===== src/rtl/mem_copy_engine.sv =====
// Small DMA engine for the dual-port data memory: copies (port 1 -> port 2) or fills
// a block of bytes, one byte per cycle, and reports an 8-bit checksum of the bytes written.
module mem_copy_engine #(
  parameter int AW = 8,
  parameter int DW = 8
) (
  input  logic          clk,
  input  logic          rst_n,
  input  logic          start,
  input  logic          mode,
  input  logic [AW-1:0] src_addr,
  input  logic [AW-1:0] dst_addr,
  input  logic [AW-1:0] length,
  input  logic [DW-1:0] fill_value,
  input  logic          abort,
  output logic          busy,
  output logic          done,
  output logic [DW-1:0] checksum,
  output logic [AW-1:0] address_1,
  output logic          memread_1,
  output logic          memwrite_1,
  output logic [DW-1:0] write_data_1,
  input  logic [DW-1:0] read_data_1,
  output logic [AW-1:0] address_2,
  output logic          memwrite_2,
  output logic          memread_2,
  output logic [DW-1:0] write_data_2
);

  typedef enum logic [1:0] {IDLE, RUN, DRAIN, DONE} state_t;

  localparam logic [AW-1:0] ONE = {{(AW-1){1'b0}}, 1'b1};

  state_t        state, state_next;
  logic          mode_r;
  logic [AW-1:0] src_r, dst_r, len_r;
  logic [AW-1:0] rd_cnt, wr_cnt;
  logic [DW-1:0] fill_r, data_reg, checksum_r;

  assign busy         = (state == RUN) || (state == DRAIN);
  assign done         = (state == DONE);
  assign checksum     = checksum_r;
  assign memwrite_1   = 1'b0;
  assign write_data_1 = '0;
  assign memread_2    = 1'b0;

  // Memory-port outputs come only from registered state; inputs affect next state only.
  always_comb begin
    state_next   = state;
    memread_1    = 1'b0;
    address_1    = '0;
    memwrite_2   = 1'b0;
    address_2    = '0;
    write_data_2 = '0;
    case (state)
      IDLE: begin
        if (start) state_next = (length == '0) ? DONE : RUN;
      end
      RUN: begin
        if (!mode_r) begin
          memread_1 = 1'b1;
          address_1 = src_r + rd_cnt;
          if (rd_cnt != '0) begin
            memwrite_2   = 1'b1;
            address_2    = dst_r + wr_cnt;
            write_data_2 = data_reg;
          end
          if (rd_cnt == len_r - ONE) state_next = DRAIN;
        end else begin
          memwrite_2   = 1'b1;
          address_2    = dst_r + wr_cnt;
          write_data_2 = fill_r;
          if (wr_cnt == len_r - ONE) state_next = DONE;
        end
        if (abort) state_next = IDLE;
      end
      DRAIN: begin
        memwrite_2   = 1'b1;
        address_2    = dst_r + wr_cnt;
        write_data_2 = data_reg;
        state_next   = abort ? IDLE : DONE;
      end
      DONE: state_next = IDLE;
      default: state_next = IDLE;
    endcase
  end

  // Copy is a one-stage pipeline: data_reg carries each read byte to the next cycle's write.
  always_ff @(posedge clk or negedge rst_n) begin
    if (!rst_n) begin
      state      <= IDLE;
      mode_r     <= 1'b0;
      src_r      <= '0;
      dst_r      <= '0;
      len_r      <= '0;
      fill_r     <= '0;
      rd_cnt     <= '0;
      wr_cnt     <= '0;
      data_reg   <= '0;
      checksum_r <= '0;
    end else begin
      state <= state_next;
      if (state == IDLE && start) begin
        mode_r     <= mode;
        src_r      <= src_addr;
        dst_r      <= dst_addr;
        len_r      <= length;
        fill_r     <= fill_value;
        rd_cnt     <= '0;
        wr_cnt     <= '0;
        checksum_r <= '0;
      end
      if (memread_1) begin
        data_reg <= read_data_1;
        rd_cnt   <= rd_cnt + ONE;
      end
      if (memwrite_2) begin
        checksum_r <= checksum_r + write_data_2;
        wr_cnt     <= wr_cnt + ONE;
      end
    end
  end

endmodule

===== config.mk =====
export PLATFORM = sky130hd
export DESIGN_NAME = mem_copy_engine
export DESIGN_NICKNAME = d
export VERILOG_FILES = /design/src/rtl/mem_copy_engine.sv
export SDC_FILE = /design/constraint.sdc
export NUM_CORES = 1
export LEC_CHECK = 0
export BUFFER_PORTS_ARGS = -buffer_cell sky130_fd_sc_hd__buf_2
export CORE_AREA = 2 2 101 103
export DETAILED_ROUTE_END_ITERATION = 12
export DIE_AREA = 0 0 103 105
export PLACE_DENSITY = 0.67
export SLEW_MARGIN = 5
export SYNTH_ARGS = -nofsm -noshare
export SYNTH_HDL_FRONTEND = slang
export SYNTH_SLANG_ARGS = --single-unit
export TNS_END_PERCENT = 5

===== constraint.sdc =====
create_clock -name clk -period 7.7 [get_ports clk]
set_input_delay 0.385 -clock clk [delete_from_list [all_inputs] [get_ports clk]]
set_output_delay 0.385 -clock clk [all_outputs]
set_load 0.02 [all_outputs]

==> flow_metrics.py, run 1 <==
metrics = {
    "worst_setup_path": {
        "critical_path.startpoint_type": "flip-flop",
        "end_kind": "flip-flop",
        "critical-path-max-stage-delay_ps": 410,
        "path_max_fanout": 22,
        "endpoint": "checksum[7]",
        "critPathSlowestCell": "dfrtp_1",
        "setup.reg_to_reg.worst_slack_ps": 4010,
        "path_delay_family": "simple AND/OR/NAND/NOR gates",
        "worst-path-stages": 15,
        "critical_path_buf_inv_count": 1,
        "cp_common_cell": "ha_1",
        "ff2ff_path_depth": 15,
        "critical_path.reg2reg.startpoint": "state[1]",
        "cp_cell_sequence": "inv_1 > ha_1 > nand2b_2 > a21oi_1 > or2_0 > a22oi_1 > nor2b_1 > ha_1 > a21o_1 > a211oi_1 > nor2_1 > o41ai_2 > xor2_1 > nand2_1 > a31oi_1",
        "worst-endpoint-arrival_ps": 3970,
        "r2r-end": "checksum[7]",
        "timing.setup.critical_path_class": "reg2reg",
        "startpoint": "state[1]",
        "worst-endpoint-required_ps": 7980,
    },
    "clock_tree": {
        "clock_tree_from_tritoncts": "done",
        "cts_inserted_buffers": 9,
        "worstSkewPairLatency_ps": 350,
        "cts_max_level": 3,
        "hold_buffers": 0,
        "post-cts-setup-buffer-count": 0,
        "clockBufferDepth": 2,
        "cts.reportedPaths.clkPinSlew_ps": 90,
        "cts-root-buf": "clkbuf_8",
        "post_cts.resized_instances": 0,
        "clock_sinks": 67,
    },
    "logic_synthesis": {
        "synthesis_stage_register_bit_count": 67,
        "synth_area_leader_cell": "dfrtp_1",
        "synth_ff_type": "dfrtp_1",
        "most_repeated_cell_in_the_gate_level_netlist_after_synthesis": "dfrtp_1",
        "share_of_the_synthesized_area_in_the_top_cell_type_pct": 39.28,
        "post_synth_inst_count": 434,
        "post_synth_num_cell_types": 48,
        "synth_edf_count": 0,
        "count_of_synthesis_stage_warnings_from_yosys": 0,
        "asyncSetResetFlopFracSynth_pct": 100.0,
        "yosys-top-cells-count": "67 x dfrtp_1, 49 x nand2_1, 33 x mux2_2, 33 x nor2_1, 31 x o21ai_0",
        "synth_area_leaders": "dfrtp_1 39%, ha_1 8.8%, mux2_2 8.7%",
        "total_standard_cell_area_after_synthesis_um2": 4268,
        "synth.avg_cell_area_um2": 9.834,
        "synth_seq_area_share_pct": 39.28,
    },
    "global_routing": {
        "grt_pass1_wl_um": 15890,
        "grt_start_max_net_pins": 68,
        "number_of_antenna_violations_at_the_first_check_in_global_routing": 0,
        "grt-ovfl-total": 0,
        "grtUsageTotal_pct": 18.48,
        "first_global_vias": 3389,
    },
    "cells_and_area": {
        "final-instance-count-excl-fill": 651,
        "fillCellCount": 920,
        "antenna_cells": 0,
        "final_design_area_no_fill_um2": 4976,
        "syn_to_final_growth_pct": 16.59,
        "nNetsFinal": 591,
        "layout.core_utilization_pct": 51.62,
        "drive_gt1_share_pct": 27.41,
    },
    "pwr": {
        "peakVddDrop_mv": 0.2078,
        "design_power_total_mw": 2.203,
        "static_power_due_to_leakage_nw": 2.460,
        "power.density_cell_area_nw_per_um2": 442.7,
    },
    "timing": {
        "slew-limit-headroom_pct": 31.60,
        "timing.final.setup_violations": 0,
        "maximum_operating_frequency_mhz": 270.7,
        "fin_setup_tns_ps": 0,
        "total_count_of_hold_check_failures_in_the_final_report": 0,
        "final_period_minus_worst_setup_slack_ps": 3695,
        "rsz0062_at_grt": "false",
        "period_share_pct": 47.98,
        "post-route-worst-setup-slack_ps": 4005,
        "post_route_hold_slack_ps": 221.5,
        "timing_max_transition_violations_final": 0,
        "worst_slew_pin_slew_ps": 1022,
        "finClkSkew_ps": 9.154,
    },
    "run": {
        "max_cap_violations": 0,
    },
    "placement": {
        "place.detailed.instances": 635,
        "dpl-instance-area_um2": 4751,
        "post-place-ws_ps": 4009,
        "globalplace.congestion": 0.8465,
        "port-buffer-count": 80,
        "dp_hpwl_um": 7093,
    },
    "routing": {
        "drc_errors": 0,
        "detail_route.wl_per_cell_um": 14.59,
        "via_count": 3363,
        "dr.first_iter.drc_count": 114,
        "finalWirelength_um": 9500,
        "detail_route.vias_per_cell": 5.166,
        "route.antenna.remaining_nets": 0,
        "drt-pass1-iter-count": 4,
    },
    "die": {
        "placement_rows": 36,
        "design.core.area_um2": 9639,
        "floorplan.initialDensity_pct": 44.28,
        "full_die_area_um2": 10820,
        "ioPinCount": 91,
        "horizontal_extent_of_the_die_um": 103,
        "chipHeight_um": 105,
    },
    "min_path": {
        "min-delay-path-class": "in2async",
    },
    "outcome": {
        "outcome": "finished clean",
    },
}
==> kinds of logic after synthesis <==
family | Yosys count | synth area share, %
buf+inv | 35 | 4.309
other cells | 1 | 0.08787
mux | 35 | 9.176
compound gates | 81 | 12.61
flops | 67 | 39.28
simple gates | 141 | 15.92
fa+ha+maj | 33 | 10.20
xor+xnor | 41 | 8.414
==> how the worst min path moves through the flow <==
stage | startpoint | to | slack, ps | cells past startpoint
after floorplan | rst_n | checksum[0] | 90 | 0
after global placement | checksum[7] | checksum[7] | 460 | 1
after detailed placement | checksum[7] | checksum[7] | 480 | 1
after CTS | read_data_1[7] | data_reg[7] | 210 | 3
after global routing | read_data_1[6] | data_reg[6] | 210 | 3
final | rst_n | src_r[6] | 220 | 2
==> per-layer routing <==
layer | vias up | part of all wire, % | global-route usage, %
met5 | - | 0 | 0
met1 | 1606 | 44 | 24.72
li1 | 1656 | - | -
met2 | 85 | 49 | 29.59
met4 | 0 | 1.7 | 5.827
met3 | 16 | 4.8 | 4.080
==> layout make-up <==
class | instances | area [µm²] | area share (%)
clock inverter | 7 | 101.3 | 2.037
tap | 133 | 166.4 | 3.344
sequential | 67 | 1677 | 33.69
timing repair buffer | 82 | 415.4 | 8.348
inverter | 12 | 45.04 | 0.9052
multi-input combinational | 341 | 2447 | 49.18
clock buffer | 9 | 123.9 | 2.489
==> placed cells by master (no fill, tap or decap), types with 11 or more instances in the layout <==
| master | n |
|---|---|
| ha_1 | 30 |
| nand2_1 | 48 |
| dfrtp_1 | 67 |
| buf_2 | 80 |
| nor2_1 | 33 |
| nor2b_1 | 11 |
| xnor2_1 | 27 |
| xor2_1 | 14 |
| inv_1 | 11 |
| nand3_1 | 15 |
| o21ai_0 | 31 |
| mux2_2 | 33 |
==> where the power goes <==
group          internal, mW  leakage [nW]  switching, mW
clock                 0.184         0.106          0.150
sequential            0.501         0.838          0.146
combinational         0.524          1.52          0.698
Note: power is estimated with default switching activity, not from simulation.
==> inputs of run 2 (changes only) <==
==> constraint.sdc (replaced) <==
create_clock -name clk -period 3.5 [get_ports clk]
set_input_delay 0.175 -clock clk [delete_from_list [all_inputs] [get_ports clk]]
set_output_delay 0.175 -clock clk [all_outputs]
set_load 0.02 [all_outputs]
==> run 2 against run 1 <==
Clock skew decreased by 2.1 ps. Non-clock buffer count rose by 8. Clock power grew 100%. Worst setup slack lost 3600 ps. Sequential power grew 120%. First-iteration DRC count up 11%. Fmax is 18% higher. Core utilization increased by 0.42 points. Wire length up 1.7%. Sequential cell count unchanged. Global-route usage rose by 0.56 points.
==> flow_metrics.py, run 2 (same netlist as run 1, synthesis figures left out) <==
metrics = {
    "worst_setup_path": {
        "critical_path_buf_inv_count": 1,
        "critical_path.startpoint_type": "flip-flop",
        "cp_common_cell": "ha_1",
        "cp_cell_sequence": "inv_1 > ha_1 > nand2b_2 > a21oi_1 > or2_0 > a22oi_1 > nor2b_1 > ha_1 > a21o_1 > a211oi_1 > nor2_1 > o41ai_2 > xor2_1 > nand2_1 > a31oi_1",
        "worst-endpoint-required_ps": 3780,
        "critical-path-max-stage-delay_ps": 410,
        "path_delay_family": "compound AO/OA/AOI/OAI gates",
        "critPathSlowestCell": "dfrtp_1",
        "path_max_fanout": 5,
        "worst-endpoint-arrival_ps": 3420,
        "end_kind": "flip-flop",
        "timing.setup.critical_path_class": "reg2reg",
    },
    "cells_and_area": {
        "layout_commonest_cell": "buf_2",
        "nNetsFinal": 599,
        "final-instance-count-excl-fill": 659,
        "layout.core_utilization_pct": 52.04,
        "drive_gt1_share_pct": 28.14,
        "antenna_cells": 0,
        "most_frequent_cells_in_the_layout": "80 x buf_2, 67 x dfrtp_1, 48 x nand2_1",
        "syn_to_final_growth_pct": 17.53,
        "final_design_area_no_fill_um2": 5016,
    },
    "timing": {
        "total_count_of_hold_check_failures_in_the_final_report": 0,
        "maximum_operating_frequency_mhz": 318.9,
        "fin_setup_tns_ps": 0,
        "worst_slew_pin_slew_ps": 741.9,
        "slew-limit-headroom_pct": 50.36,
        "final_period_minus_worst_setup_slack_ps": 3136,
        "period_share_pct": 89.60,
        "finClkSkew_ps": 7.066,
        "rsz0062_at_grt": "false",
        "timing_max_transition_violations_final": 0,
        "post-route-worst-setup-slack_ps": 364.2,
        "timing.final.setup_violations": 0,
    },
    "global_routing": {
        "grt_start_max_net_pins": 38,
        "number_of_antenna_violations_at_the_first_check_in_global_routing": 0,
        "grt_pass1_wl_um": 16350,
        "grtUsageTotal_pct": 19.04,
        "first_global_vias": 3461,
        "grt-ovfl-total": 0,
    },
    "clock_tree": {
        "cts.reportedPaths.clkPinSlew_ps": 80,
        "post-cts-setup-buffer-count": 0,
        "hold_buffers": 1,
        "clock_sinks": 67,
        "clockBufferDepth": 2,
        "cts_max_level": 3,
        "worstSkewPairLatency_ps": 350,
        "post_cts.resized_instances": 0,
        "cts_inserted_buffers": 9,
        "clock_tree_from_tritoncts": "done",
        "cts-root-buf": "clkbuf_8",
    },
    "die": {
        "chipHeight_um": 105,
        "placement_rows": 36,
        "floorplan.initialDensity_pct": 44.28,
        "ioPinCount": 91,
        "design.core.area_um2": 9639,
        "full_die_area_um2": 10820,
        "horizontal_extent_of_the_die_um": 103,
    },
    "routing": {
        "detail_route.vias_per_cell": 5.118,
        "detail_route.wl_per_cell_um": 14.66,
        "finalWirelength_um": 9660,
        "drt-pass1-iter-count": 4,
        "route.antenna.remaining_nets": 0,
        "dr.first_iter.drc_count": 127,
        "via_count": 3373,
        "drc_errors": 0,
    },
    "pwr": {
        "cellInternalPower_mw": 2.632,
        "p_comb_share_pct": 57.2,
        "power.share.switching_pct": 45.68,
        "peakVddDrop_mv": 0.4417,
        "static_power_due_to_leakage_nw": 2.488,
        "power.density_cell_area_nw_per_um2": 965.9,
        "p_clk_share_pct": 13.8,
        "sequentialPowerShare_pct": 29.0,
        "p_sw_mw": 2.213,
    },
    "placement": {
        "post-place-ws_ps": 378.2,
        "globalplace.congestion": 0.8457,
        "port-buffer-count": 80,
        "dpl-instance-area_um2": 4796,
        "dp_hpwl_um": 7347,
        "place.detailed.instances": 641,
    },
    "run": {
        "max_cap_violations": 0,
    },
    "outcome": {
        "outcome": "finished clean",
    },
    "min_path": {
        "min-delay-path-class": "in2reg",
    },
}
run 2: final timing paths:
path,startpoint,end,slack (ps),depth (start not counted)
max,state[1],checksum[7],360,15
min,read_data_1[2],data_reg[2],9,3
max reg2reg,state[1],checksum[7],360,15
min reg2reg,checksum[7],checksum[7],470,1
max in group asynchronous,rst_n,wr_cnt[4],2140,3
min in group asynchronous,rst_n,src_r[5],400,2
run 2: layout make-up:
type / instances / area [µm²]
fillers: 943 / 4623
multi-input cells: 341 / 2447
flip-flops and latches: 67 / 1677
repair buffers: 90 / 480.5
well taps: 133 / 166.4
clock buffers: 9 / 123.9
clock inverters: 7 / 76.32
inverters: 12 / 45.04
run 2: tightest hold or removal path, cell delays in order:
cell,delay [ps]
buf_2,70
nand2_1,40
nand2_1,40
run 2: per-layer routing:
metal	GRT usage [%]	wire, µm
met5	0	0
met4	6.109	176
met3	4.013	432
met2	30.84	4658
met1	25.22	4392
run 2: power groups by stage:
stage,Combinational [mW],Clock (mW),Sequential (mW)
floorplan,2.09,0,1.38
detailed placement,2.79,0,1.42
global placement,2.73,0,1.41
finish,2.77,0.668,1.40
CTS,2.81,0.679,1.41
global route,3.11,0.713,1.45
run 2: per-stage QoR:
stage / power [mW] / hold slack (ps)
floorplan: 3.472 / -120.6
global placement: 4.144 / 266.4
detailed placement: 4.212 / 270.5
finish: 4.845 / 8.691
global route: 5.277 / 0.5808
CTS: 4.893 / 5.815
